==> src/rtl/alu_div.sv <==
// Iterative restoring radix-2 divider for MIPS DIV/DIVU.
// Lo = quotient, Hi = remainder; fixed latency, pulse handshake.
module alu_div #(
  parameter int WIDTH = 32,
  parameter int CNT_W = 6
) (
  input  logic             clk,
  input  logic             reset,
  input  logic             validIn,
  input  logic             isSigned,
  input  logic [WIDTH-1:0] SrcA,
  input  logic [WIDTH-1:0] SrcB,
  output logic             busy,
  output logic             validOut,
  output logic             divByZero,
  output logic [WIDTH-1:0] Hi,
  output logic [WIDTH-1:0] Lo
);

  typedef enum logic [1:0] {
    IDLE,
    CALC,
    FIX
  } state_t;

  state_t           state_q, state_d;
  logic [WIDTH-1:0] q_q, q_d;
  logic [WIDTH-1:0] b_q, b_d;
  logic [WIDTH-1:0] r_q, r_d;
  logic [CNT_W-1:0] cnt_q, cnt_d;
  logic             sa_q, sa_d;
  logic             sb_q, sb_d;
  logic             zero_q, zero_d;
  logic [WIDTH-1:0] hi_q, hi_d;
  logic [WIDTH-1:0] lo_q, lo_d;
  logic             vout_q, vout_d;
  logic             dbz_q, dbz_d;

  logic [WIDTH-1:0] mag_a, mag_b;
  logic [WIDTH:0]   rs, diff;

  assign mag_a = (isSigned & SrcA[WIDTH-1]) ? -SrcA : SrcA;
  assign mag_b = (isSigned & SrcB[WIDTH-1]) ? -SrcB : SrcB;

  // Shifted remainder keeps its carry-out bit, so the compare never wraps.
  assign rs   = {r_q, q_q[WIDTH-1]};
  assign diff = rs - {1'b0, b_q};

  always_comb begin
    state_d = state_q;
    q_d     = q_q;
    b_d     = b_q;
    r_d     = r_q;
    cnt_d   = cnt_q;
    sa_d    = sa_q;
    sb_d    = sb_q;
    zero_d  = zero_q;
    hi_d    = hi_q;
    lo_d    = lo_q;
    vout_d  = 1'b0;
    dbz_d   = dbz_q;
    if (validIn) begin
      state_d = CALC;
      q_d     = mag_a;
      b_d     = mag_b;
      r_d     = '0;
      cnt_d   = '0;
      sa_d    = isSigned & SrcA[WIDTH-1];
      sb_d    = isSigned & SrcB[WIDTH-1];
      zero_d  = (SrcB == '0);
    end else begin
      unique case (state_q)
        IDLE: ;
        CALC: begin
          r_d   = diff[WIDTH] ? rs[WIDTH-1:0] : diff[WIDTH-1:0];
          q_d   = {q_q[WIDTH-2:0], ~diff[WIDTH]};
          cnt_d = cnt_q + 1'b1;
          if (cnt_q == CNT_W'(WIDTH - 1))
            state_d = FIX;
        end
        FIX: begin
          lo_d    = (sa_q ^ sb_q) ? -q_q : q_q;
          hi_d    = sa_q ? -r_q : r_q;
          vout_d  = 1'b1;
          dbz_d   = zero_q;
          state_d = IDLE;
        end
        default: state_d = IDLE;
      endcase
    end
  end

  always_ff @(posedge clk or posedge reset) begin
    if (reset) begin
      state_q <= IDLE;
      q_q     <= '0;
      b_q     <= '0;
      r_q     <= '0;
      cnt_q   <= '0;
      sa_q    <= 1'b0;
      sb_q    <= 1'b0;
      zero_q  <= 1'b0;
      hi_q    <= '0;
      lo_q    <= '0;
      vout_q  <= 1'b0;
      dbz_q   <= 1'b0;
    end else begin
      state_q <= state_d;
      q_q     <= q_d;
      b_q     <= b_d;
      r_q     <= r_d;
      cnt_q   <= cnt_d;
      sa_q    <= sa_d;
      sb_q    <= sb_d;
      zero_q  <= zero_d;
      hi_q    <= hi_d;
      lo_q    <= lo_d;
      vout_q  <= vout_d;
      dbz_q   <= dbz_d;
    end
  end

  assign busy      = (state_q != IDLE);
  assign validOut  = vout_q;
  assign divByZero = dbz_q;
  assign Hi        = hi_q;
  assign Lo        = lo_q;

endmodule

==> config.mk <==
export PLATFORM = sky130hd
export DESIGN_NAME = alu_div
export DESIGN_NICKNAME = d
export VERILOG_FILES = /design/src/rtl/alu_div.sv
export SDC_FILE = /design/constraint.sdc
export NUM_CORES = 1
export LEC_CHECK = 0
export BUFFER_PORTS_ARGS = -buffer_cell sky130_fd_sc_hd__buf_2
export CAP_MARGIN = 20
export CORE_MARGIN = 1.5
export CORE_UTILIZATION = 60
export CTS_CLUSTER_SIZE = 30
export DETAILED_ROUTE_END_ITERATION = 7
export PLACE_DENSITY = 0.82
export SLEW_MARGIN = 20
export SYNTH_ARGS = -nofsm -noshare
export SYNTH_HDL_FRONTEND = slang
export SYNTH_SLANG_ARGS = --single-unit
==> constraint.sdc <==
create_clock -name clk -period 11.1 [get_ports clk]
set_input_delay 2.22 -clock clk [delete_from_list [all_inputs] [get_ports clk]]
set_output_delay 2.22 -clock clk [all_outputs]
set_load 0.02 [all_outputs]
Yosys cells after proc, flatten, opt, wreduce, memory -nomap -nowiden
Cells that the tools add are included.
{"block": "op_classes", "addsub": 6, "n_eq_ne": 5, "muxes": 16, "bitwise": 5, "n_reduce_logical": 6}
{"op": "2-to-1 mux 32 bit", "count": 9}
{"op": "negator 32 bit", "count": 4}
{"op": "subtractor 33 x 32 -> 33 bit", "count": 1}
{"op": "logical NOT 32 bit", "count": 1}
{"op": "2-to-1 mux 6 bit", "count": 2}
{"op": "adder 6 x 1 -> 6 bit (second input constant)", "count": 1}
{"op": "== test 6 x 5 -> 1 bit (second input constant)", "count": 1}
{"op": "2-to-1 mux 2 bit", "count": 2}
{"op": "case mux 2 bit (2 select lines)", "count": 1}
{"op": "AND reduction 2 bit", "count": 2}
{"op": "nonzero test 2 bit", "count": 2}
{"op": "!= test 3 bit (second input constant)", "count": 1}
{"op": "bitwise AND 1 bit", "count": 2}
{"op": "== test 2 x 1 -> 1 bit (second input constant)", "count": 1}
{"op": "== test 2 bit (second input constant)", "count": 1}
{"op": "logical NOT 2 bit", "count": 1}
{"op": "2-to-1 mux 1 bit", "count": 2}
{"op": "!= test 2 bit (second input constant)", "count": 1}
{"op": "NOT 1 bit", "count": 2}
{"op": "XOR 1 bit", "count": 1}
{"block": "totals", "reg_bits": 173, "inputBits": 68, "word_cells": 50}

Depth between registers and ports, before layout
{"block": "depth", "word_depth": 4, "ltp_mapped": 12, "mapped_depth_nobuf": 11}

Worst setup path before layout
Ideal clock, no wire load.
{"block": "synth_timing", "kind": "input-to-reg", "start": "input SrcA[4]", "end": "register q_q[28]", "setup_time_ns": 0.137, "arrival_time_ns": 4.039, "required_time_ns": 10.963, "path_slack_ns": 6.924, "path_stages": 8, "path_cell_list": "nor4_1 -> nand3_1 -> nor4_1 -> and2_1 -> nand2_1 -> o41ai_1 -> xor2_1 -> a21oi_1"}
{"block": "synth_between", "elab_chain_len": 3}
{"element": "start, declared", "line_no": "11", "rtl": "input logic [WIDTH-1:0] SrcA,"}
{"element": "negator 32 bit", "line_no": "42", "rtl": "assign mag_a = (isSigned & SrcA[WIDTH-1]) ? -SrcA : SrcA;"}
{"element": "2-to-1 mux 32 bit", "line_no": "42"}
{"element": "2-to-1 mux 32 bit", "line_no": "62", "rtl": "if (validIn) begin"}
{"element": "end signal, assigned", "line_no": "109", "rtl": "q_q <= q_d;"}
{"element": "end, declared", "line_no": "27", "rtl": "logic [WIDTH-1:0] q_q, q_d;"}
No other way between the ends.
A chain may end at the register's enable or synchronous reset.

Worst setup path in the final report
Ends and elaborated chain as after synthesis.

==> results.cfg <==
[status]
status = complete, no violations

[critical_path]
reg2reg_to = r_q[27]
critical_path.cell_chain = buf_2 > nor4_1 > nand3_1 > nor4_1 > and2_1 > nand2_1 > o41ai_1 > xor2_1 > a21oi_1
arrival_worst_endpoint_ns = 4.52
cp_endpoint_kind = register
max_stage_delay_ns = 0.61
critical_path.reg2reg.startpoint = r_q[14]
crit_buf_inv = 1
r2r.worst_path.cells = 9
critPathMaxFanout = 5
timing.setup.critical_path_class = in -> reg
category_of_cells_accounting_for_the_largest_share_of_critical_path_delay = simple AND/OR/NAND/NOR gates
critPathMostFrequentCell = sky130_fd_sc_hd__nor4_1
timing.reg2reg.setup_slack_ns = 7.38
crit_slowest_cell = sky130_fd_sc_hd__nor4_1
timing.critical_path.from_type = input pin
critPathRequiredTime_ns = 11.38

[hold_path]
timing.hold.worst_path_depth = 2
whs_endpoint = Lo[13]
min_from = Lo[13]
worst_hold_path_type = reg -> reg

[cells_and_area]
antenna-diode-count = 0
most_common_cell_after_layout_fill_and_taps_aside = sky130_fd_sc_hd__dfrtp_1
finish.net_count = 1561
final_layout_size_suffix_gt1_share_pct = 12.9
area.growth.synth_to_final_pct = 12.1
post-route-util_pct = 68.7
layout.cells.most_common_list = sky130_fd_sc_hd__dfrtp_1 (173), sky130_fd_sc_hd__o21ai_0 (166), sky130_fd_sc_hd__nand2_1 (161), sky130_fd_sc_hd__buf_2 (133), sky130_fd_sc_hd__a21oi_1 (117)

[logic_synthesis]
post_synth_inst_count = 1367
syn_nets = 1473
synth-async-reset-ratio_pct = 100
yosys_top_cell_area_share_pct = 37.8
yosys_warnings = 0
syn_area_per_cell_um2 = 8.38
netlist-cell-type-count = 65
synth.top_cells.by_area = sky130_fd_sc_hd__dfrtp_1 (38%), sky130_fd_sc_hd__o21ai_0 (7.3%), sky130_fd_sc_hd__xor2_1 (5.9%)
synth.cell_area_um2 = 11500
dominantRegCellSynth = sky130_fd_sc_hd__dfrtp_1
cell_taking_the_most_area_after_synthesis = sky130_fd_sc_hd__dfrtp_1
synth-edff-count = 0
synthesized_flop_and_latch_total = 173
synth.yosys.seq_area_share_pct = 37.8

[detailed_routing]
antenna_violating_nets_post_route = 0
firstDrtPassIters = 5
drt_iter0_markers = 1290
wire_per_inst_um = 17.1
drc = 0
viasPerCell = 6.12
finalWirelength_um = 29200
dr_total_vias = 10400

[die]
fp.coreArea_um2 = 18700
initial_cell_density_of_the_core_pct = 61.2
die_w_um = 141
fp.dieH_um = 141
total_die_area_um2 = 19900
ios = 135
rows = 50

[pwr]
p_int_mw = 1.48
pwr-share-comb_pct = 40.3
power.switching_fraction_pct = 40.0
switchingPower_mw = 0.984
pwr_density_cell_nw_per_um2 = 192
vdd.ir_drop.worst_mv = 0.137
power.share.sequential_pct = 34.0
clockPowerShare_pct = 25.7
power.leakage_nw = 6.17

[placed_design]
port_buffers = 134
dp.final_hpwl_um = 21000
final_weighted_congestion_of_routability_driven_global_placement = 0.929

[run]
maxCapViolations = 0

[timing]
peak_clock_frequency_supported_by_timing_mhz = 236
timing.final.setup_violations = 0
tightest_slew_ns = 1.08
timing.max_slew.rel_slack_pct = 28.1
finalCritPeriodShare_pct = 38.2
finalSetupTns_ns = 0
period_needed_ns = 4.24
rsz0062_at_grt = no
finalHoldViolCount = 0
worst_clock_skew_ns = 0.00678
timing.final.max_slew_violations = 0

[grt]
grt_use_total_pct = 30.0
grt_antenna_before_repair = 0
globalRouteOverflowTotal = 0
largest_net_degree_at_the_start_of_global_routing = 123
grt_first_pass_wirelength_um = 47900
first_global_vias = 9416

[clock_tree]
ctsHoldBuffers = 0
cts.repair_timing.setup_buffer_count = 0
max-clock-path-buffers = 2
worstSkewPairLatency_ns = 0.44
clkSinkCount = 173
clock-root-buffer = sky130_fd_sc_hd__clkbuf_16
htree_num_levels = 4
resized_after_cts = 0
clkTransAtPathRegs_ns = 0.07
tritoncts.num_buffers = 17
cts_tree = built
==> metrics by stage <==
step	power, mW	instance area, um^2	setup WS (ns)	hold WS, ns	std cells
after floorplan	1.57	11500	4.19	0.440	1367
after global placement	1.77	12200	6.45	0.457	1670
after detailed placement	1.80	12200	6.45	0.465	1670
after global routing	2.61	12800	6.63	0.494	1702
final	2.46	12800	6.86	0.474	1702
after CTS	2.44	12800	6.88	0.480	1702
==> synthesized netlist by cell type, drive strengths merged, types with 2 or more instances <==
cell	n
nand3	18
a31o	3
mux2	5
o211a	3
and3	16
nand2	161
nand4	6
o21ai	166
a31oi	13
a21oi	117
ha	37
o211ai	14
nor2	117
nor3	23
a311oi	3
or3	8
inv	58
dfrtp	173
o2111ai	4
a211oi	9
a21o	10
or4	11
nor2b	9
buf	12
mux2i	49
nor3b	2
nand2b	15
xnor2	65
nand4b	2
and2	8
a21boi	6
nand3b	6
clkbuf	61
o21bai	2
o21a	6
xor2	77
and4	2
o31ai	22
nor4	16
o41ai	16
==> worst max path at each step <==
stage	slack, ns	from	to	depth (start not counted)
floorplan	4.19	reset	Hi[0]	1
global placement	6.45	SrcA[4]	q_q[28]	9
detailed placement	6.45	SrcA[4]	q_q[28]	9
CTS	6.88	SrcA[4]	q_q[28]	9
global route	6.63	SrcB[4]	b_q[30]	9
finish	6.86	SrcA[4]	q_q[28]	9
==> flip-flops by register name, summed over array words and instances (netlist names) <==
register / flops
Hi: 32
Lo: 32
b_q: 32
cnt_q: 6
divByZero: 1
q_q: 32
r_q: 32
sa_q: 1
sb_q: 1
state_q: 2
validOut: 1
zero_q: 1
==> logic make-up after synthesis <==
kind of cell	count (synthesis)	synth area share, %
flip-flops	173	37.8
adder cells (fa/ha/maj)	38	4.22
multiplexers	54	4.77
XOR/XNOR	142	10.9
buffers and inverters	131	4.48
AND/OR/NAND/NOR	425	17.1
AO/OA/AOI/OAI	404	20.7
==> power by group through the flow <==
stage / clock network [mW] / registers (mW) / logic [mW]
6_report: 0.633 / 0.837 / 0.993
5_1_grt: 0.665 / 0.844 / 1.10
4_1_cts: 0.638 / 0.828 / 0.976
3_5_place_dp: 0 / 0.839 / 0.963
3_3_place_gp: 0 / 0.834 / 0.940
2_1_floorplan: 0 / 0.784 / 0.786
==> metal layers <==
metal	track usage [%]	vias up	wire length [um]
met5	0	-	0
met4	7.79	0	444
met3	5.67	43	2730
met2	44.4	465	12700
met1	45.0	4921	13300
li1	-	4995	-
==> final cells by class <==
cell class,count,area (um^2)
multi-input cells,1063,6640
fillers,1505,5860
flip-flops and latches,173,4330
repair buffers,142,733
clock buffers,18,439
well taps,234,293
inverters,58,223
clock inverters,14,184
==> worst min-delay path: cells and delay by family (launching register included) <==
| family | cells | cell delay (ns) |
|---|---|---|
| and+or+nand+nor | 1 | 0.04 |
| DFF | 1 | 0.34 |
| AOI/OAI and AO/OA | 1 | 0.06 |
(Power assumes the default switching activity.)
